### src/rtl/wrb_port_arbiter.sv
// Regfile write-port arbiter: in-order pipe result wins, divider results queue in a pending FIFO.
// Optional macro WRB_ARB_BYPASS_EN lets an idle-port divider result skip the FIFO.
module wrb_port_arbiter #(
    parameter int unsigned XLEN       = 32,
    parameter int unsigned DEPTH      = 2,
    parameter int unsigned STARVE_MAX = 4
) (
    input  logic            clk,
    input  logic            rst,
    input  logic            pipe_valid_i,
    input  logic [4:0]      pipe_rd_addr_i,
    input  logic [XLEN-1:0] pipe_rd_data_i,
    output logic            pipe_stall_o,
    input  logic            div_valid_i,
    output logic            div_ready_o,
    input  logic [4:0]      div_rd_addr_i,
    input  logic [XLEN-1:0] div_rd_data_i,
    output logic            rf_wr_en_o,
    output logic [4:0]      rf_wr_addr_o,
    output logic [XLEN-1:0] rf_wr_data_o,
    output logic [31:0]     pend_mask_o
);

    localparam int unsigned PW = $clog2(DEPTH);
    localparam int unsigned CW = $clog2(STARVE_MAX + 1);

    typedef enum logic [1:0] {ST_IDLE, ST_PEND, ST_FORCE} state_t;

    state_t             state, state_nxt;
    logic [4:0]         q_addr [DEPTH];
    logic [XLEN-1:0]    q_data [DEPTH];
    logic [DEPTH-1:0]   q_live;
    logic [PW-1:0]      rd_ptr, wr_ptr;
    logic [PW:0]        count, count_nxt;
    logic [CW-1:0]      starve_cnt, starve_cnt_nxt;

    logic full, pipe_req, head_live, head_dead, head_kill;
    logic accept, div_keep, bypass, push, pop, pop_write, waiting;
    logic            wr_en_nxt;
    logic [4:0]      wr_addr_nxt;
    logic [XLEN-1:0] wr_data_nxt;

    assign full      = (count == (PW+1)'(DEPTH));
    // The stage is frozen during a forced drain, so its request is not real that cycle.
    assign pipe_req  = pipe_valid_i && (pipe_rd_addr_i != 5'd0) && (state != ST_FORCE);
    assign head_live = (count != '0) && q_live[rd_ptr];
    assign head_dead = (count != '0) && !q_live[rd_ptr];
    assign head_kill = pipe_req && head_live && (q_addr[rd_ptr] == pipe_rd_addr_i);

    assign accept   = div_valid_i && div_ready_o;
    assign div_keep = accept && (div_rd_addr_i != 5'd0)
                      && !(pipe_req && (div_rd_addr_i == pipe_rd_addr_i));
`ifdef WRB_ARB_BYPASS_EN
    assign bypass = div_keep && (state == ST_IDLE) && !pipe_req;
`else
    assign bypass = 1'b0;
`endif
    assign push = div_keep && !bypass;

    assign pop_write = (state == ST_FORCE) || ((state == ST_PEND) && head_live && !pipe_req);
    assign pop       = pop_write || ((state == ST_PEND) && head_dead);
    assign waiting   = (state == ST_PEND) && head_live && pipe_req && !head_kill;

    assign count_nxt = count + (PW+1)'(push) - (PW+1)'(pop);

    always_comb begin
        starve_cnt_nxt = starve_cnt;
        if (pop)
            starve_cnt_nxt = '0;
        else if (waiting)
            starve_cnt_nxt = starve_cnt + CW'(1);
    end

    always_ff @(posedge clk) begin
        if (rst)
            state <= ST_IDLE;
        else
            state <= state_nxt;
    end

    always_comb begin
        state_nxt = state;
        case (state)
            ST_IDLE:  if (push) state_nxt = ST_PEND;
            ST_PEND: begin
                if (waiting && (starve_cnt + CW'(1) == CW'(STARVE_MAX)))
                    state_nxt = ST_FORCE;
                else if (count_nxt == '0)
                    state_nxt = ST_IDLE;
            end
            ST_FORCE: state_nxt = (count_nxt == '0) ? ST_IDLE : ST_PEND;
            default:  state_nxt = ST_IDLE;
        endcase
    end

    always_comb begin
        pipe_stall_o = (state == ST_FORCE);
        div_ready_o  = !full;
    end

    always_comb begin
        wr_en_nxt   = 1'b0;
        wr_addr_nxt = '0;
        wr_data_nxt = '0;
        if (pop_write) begin
            wr_en_nxt   = 1'b1;
            wr_addr_nxt = q_addr[rd_ptr];
            wr_data_nxt = q_data[rd_ptr];
        end else if (pipe_req) begin
            wr_en_nxt   = 1'b1;
            wr_addr_nxt = pipe_rd_addr_i;
            wr_data_nxt = pipe_rd_data_i;
        end else if (bypass) begin
            wr_en_nxt   = 1'b1;
            wr_addr_nxt = div_rd_addr_i;
            wr_data_nxt = div_rd_data_i;
        end
    end

    always_ff @(posedge clk) begin
        if (rst) begin
            rf_wr_en_o   <= 1'b0;
            rf_wr_addr_o <= '0;
            rf_wr_data_o <= '0;
        end else begin
            rf_wr_en_o <= wr_en_nxt;
            if (wr_en_nxt) begin
                rf_wr_addr_o <= wr_addr_nxt;
                rf_wr_data_o <= wr_data_nxt;
            end
        end
    end

    // Killed entries stay in place with live cleared and are popped silently later.
    always_ff @(posedge clk) begin
        if (rst) begin
            q_live     <= '0;
            rd_ptr     <= '0;
            wr_ptr     <= '0;
            count      <= '0;
            starve_cnt <= '0;
        end else begin
            count      <= count_nxt;
            starve_cnt <= starve_cnt_nxt;
            if (pipe_req) begin
                for (int unsigned i = 0; i < DEPTH; i++)
                    if (q_addr[i] == pipe_rd_addr_i)
                        q_live[i] <= 1'b0;
            end
            if (pop) begin
                q_live[rd_ptr] <= 1'b0;
                rd_ptr         <= rd_ptr + PW'(1);
            end
            if (push) begin
                q_addr[wr_ptr] <= div_rd_addr_i;
                q_data[wr_ptr] <= div_rd_data_i;
                q_live[wr_ptr] <= 1'b1;
                wr_ptr         <= wr_ptr + PW'(1);
            end
        end
    end

    always_comb begin
        pend_mask_o = '0;
        for (int unsigned i = 0; i < DEPTH; i++)
            if (q_live[i])
                pend_mask_o[q_addr[i]] = 1'b1;
    end

endmodule

### config.mk
export PLATFORM = sky130hd
export DESIGN_NAME = wrb_port_arbiter
export DESIGN_NICKNAME = d
export VERILOG_FILES = /design/src/rtl/wrb_port_arbiter.sv
export SDC_FILE = /design/constraint.sdc
export NUM_CORES = 1
export LEC_CHECK = 0
export BUFFER_PORTS_ARGS = -buffer_cell sky130_fd_sc_hd__buf_4
export CAP_MARGIN = 25
export CORE_UTILIZATION = 45
export DETAILED_ROUTE_END_ITERATION = 6
export PLACE_DENSITY_LB_ADDON = 0.2
export REMOVE_ABC_BUFFERS = 1
export SYNTH_ARGS = -nofsm -noshare
export SYNTH_HDL_FRONTEND = slang
export SYNTH_SLANG_ARGS = --single-unit
export TNS_END_PERCENT = 1
### constraint.sdc
create_clock -name clk -period 4.9 [get_ports clk]
set_clock_uncertainty 0.2 [all_clocks]
set_input_delay 0.245 -clock clk [delete_from_list [all_inputs] [get_ports clk]]
set_output_delay 0.245 -clock clk [all_outputs]
set_load 0.005 [all_outputs]
==> flow_metrics.py <==
metrics = {
    "floorplan": {
        "initial_core_util": 0.463,
        "core_um2": 12000,
        "die_w_um": 113,
        "ios": 150,
        "die-area_um2": 12800,
        "placementRows": 40,
        "die_height_um": 113,
    },
    "yosys": {
        "syn_inst": 435,
        "synth_edf_count": 74,
        "synth_cell_types": 42,
        "synth_area_um2": 5570,
        "seq_area_frac_synth": 0.579,
        "synth_flop_cell": "edfxtp_1",
        "synth_top_cell_by_area": "edfxtp_1",
        "async_flop_share": 0,
        "synth_area_per_cell_um2": 12.8,
        "ys_ff_latch": 124,
        "synth_top_area_frac": 0.399,
        "yosys_warnings": 0,
        "synth_area_leaders": "edfxtp_1, dfxtp_1, mux2_2",
    },
    "final_layout": {
        "finalNonFillerCells": 803,
        "diodes": 0,
        "syn_to_final_growth_pct": 43.9,
        "drive_gt1_frac": 0.355,
        "nets": 725,
        "fillers": 857,
    },
    "routing": {
        "drt-vias-per-instance": 5.60,
        "remaining_drc_errors": 0,
        "drtIter0Drc": 427,
        "num_vias": 4494,
        "wire_per_inst_um": 17.7,
        "routed_wl_um": 14200,
        "dr.pass1.iters": 7,
        "ant_nets": 0,
    },
    "placed_design": {
        "dp_hpwl_um": 9090,
        "io_buffers": 149,
        "place.gp.congestion": 0.848,
        "dp_cells": 701,
    },
    "clock_network": {
        "clk_latency_ns": 0.41,
        "clock_path_buffers": 2,
        "cts_tree": "built",
        "clkTransAtPathRegs_ns": 0.05,
        "root_buffer": "clkbuf_16",
        "cts_buffers": 17,
        "h-tree-depth": 4,
        "ctsResizeCount": 0,
        "cts_sinks": 124,
    },
    "grt": {
        "grt_usage": 0.228,
        "grt_overflow_total": 0,
        "grt_max_degree": 50,
        "grt_first_pass_wirelength_um": 22500,
        "grt_pass1_vias": 4524,
        "antenna_found_initial": 0,
    },
    "timing": {
        "worstMarginPinSlew_ns": 1.07,
        "tns_ns": 0,
        "rsz0062_at_grt": "no",
        "finalSetupViolations": 0,
        "max-slew-margin-rel": 0.286,
        "finalCritPeriodShare": 0.692,
        "fin_hold_ws_ns": 0.0255,
        "slew_viol_final": 0,
        "fmax_mhz": 295,
        "period_minus_slack_ns": 3.39,
        "finalHoldViolCount": 0,
    },
    "worst_hold_path": {
        "min_path_cells": 4,
        "holdCritPathClass": "input pin to flop",
    },
    "setup_path": {
        "crit_chain": "dlygate4sd3_1, buf_4, or4_4, o211a_1, a31oi_1, inv_1, ha_1, inv_1, ha_1, xor2_1, xnor2_1, nor2b_1, or3_1, o22ai_1",
        "crit_required_ns": 5.03,
        "crit_path_start_kind": "input pin",
        "rr_worst_depth": 12,
        "cpMaxStageDelayCell": "dlygate4sd3_1",
        "arrival_ns": 3.52,
        "end_kind": "flop",
        "cpPeakStageDelay_ns": 0.55,
        "worstSetupPathType": "input pin to flop",
        "path_max_fanout": 6,
    },
    "power": {
        "finalPower_mw": 3.22,
        "p_per_area_nw_per_um2": 402,
        "vdd_drop_max_uv": 254,
        "p_leak_nw": 3.16,
    },
    "run_status": {
        "outcome": "completed",
    },
    "job": {
        "max_cap_violations": 0,
    },
}
==> path summary, 6_finish.rpt <==
path / slack, ns / start / end
worst min register to register: 0.27 / rf_wr_data_o[25] / rf_wr_data_o[25]
worst max register to register: 2.00 / q_live[0] / state[0]
worst min-delay path: 0.03 / pipe_rd_data_i[12] / rf_wr_data_o[12]
worst max-delay path: 1.51 / pipe_rd_addr_i[1] / state[0]
==> what timing repair did <==
action,4_1_cts,5_1_grt
endpoints found under the hold margin,107,0
endpoints found under the setup margin,0,0
hold buffers,70,0
buffers inserted,0,0
==> cell usage after synthesis (2+ instances only) <==
| cell | n |
|---|---|
| buf_6 | 19 |
| nand4_1 | 3 |
| xnor2_1 | 6 |
| nor2b_1 | 4 |
| edfxtp_1 | 74 |
| nand3b_1 | 11 |
| o22ai_1 | 34 |
| nand3_1 | 5 |
| mux2i_1 | 7 |
| ha_1 | 4 |
| a21oi_1 | 8 |
| or3_1 | 3 |
| nand2b_1 | 5 |
| nand2_1 | 12 |
| a222oi_1 | 33 |
| a211oi_1 | 2 |
| dfxtp_1 | 50 |
| a221o_2 | 3 |
| buf_4 | 2 |
| clkbuf_1 | 11 |
| mux2_2 | 34 |
| nor2_1 | 47 |
| a211o_1 | 2 |
| or3b_2 | 6 |
| inv_1 | 10 |
| nor3_1 | 5 |
| xor2_1 | 19 |
| o211ai_1 | 2 |
==> final cells by class <==
class / count / area (um2) / share of cell area
flip-flops and latches: 124 / 3220 / 0.403
multi-input cells: 266 / 2020 / 0.253
repair buffers: 224 / 1900 / 0.237
clock buffers: 19 / 443 / 0.0553
clock inverters: 13 / 196 / 0.0245
well taps: 147 / 184 / 0.0230
inverters: 10 / 37.5 / 0.00469
==> cells in the final DEF, fill, tap and decap left out, types with 6 or more instances in the layout <==
| cell | count |
|---|---|
| buf_4 | 152 |
| edfxtp_1 | 74 |
| dlygate4sd3_1 | 70 |
| dfxtp_1 | 49 |
| nor2_1 | 45 |
| o22ai_1 | 34 |
| mux2_2 | 34 |
| a222oi_1 | 33 |
| xor2_1 | 19 |
| clkbuf_16 | 17 |
| nand2_1 | 12 |
| nand3b_1 | 11 |
| inv_1 | 10 |
| a21oi_1 | 8 |
| mux2i_1 | 7 |
| or3b_2 | 6 |
| xnor2_1 | 6 |
==> worst max-delay path: cells and delay by family <==
family	cells	cell delay, ns
AOI/OAI and AO/OA	3	0.66
buffers and inverters	4	0.85
and+or+nand+nor	3	1.00
xor gates and xnor gates	2	0.30
adders and majority gates	2	0.46
==> registers in the layout, indices dropped and copies added (netlist names), named ones only <==
name,cells
q_data,64
rf_wr_data_o,32
q_addr,10
rf_wr_addr_o,5
starve_cnt,3
count,2
q_live,2
state,2
rd_ptr,1
rf_wr_en_o,1
wr_ptr,1
==> where the power goes <==
group | leakage (nW) | total (mW) | switching, mW | internal, mW
sequential | 1.09 | 1.32 | 0.0996 | 1.22
clock | 0.309 | 1.34 | 0.427 | 0.909
combinational | 1.76 | 0.562 | 0.257 | 0.305
==> metal layers <==
metal / routed length (um) / GRT usage
met5: 0 / 0
met4: 182 / 0.0719
met3: 945 / 0.0573
met2: 7110 / 0.404
met1: 5960 / 0.271
==> per-stage QoR <==
| stage | utilization | instance area (um2) | worst slack, ns |
|---|---|---|---|
| floorplan | - | 5260 | 0.847 |
| global placement | 0.550 | 6610 | 1.67 |
| detailed placement | 0.555 | 6670 | 1.69 |
| CTS | 0.667 | 8010 | 1.54 |
| global route | 0.667 | 8010 | 1.29 |
| finish | 0.667 | 8010 | 1.51 |
==> cell families after synthesis <==
group | synth area share
and+or+nand+nor | 0.0978
xor gates and xnor gates | 0.0393
AOI/OAI and AO/OA | 0.132
adders and majority gates | 0.00899
muxes | 0.0814
buffers and inverters | 0.0609
DFF | 0.579
No activity file was read; power rests on OpenSTA's default activity.
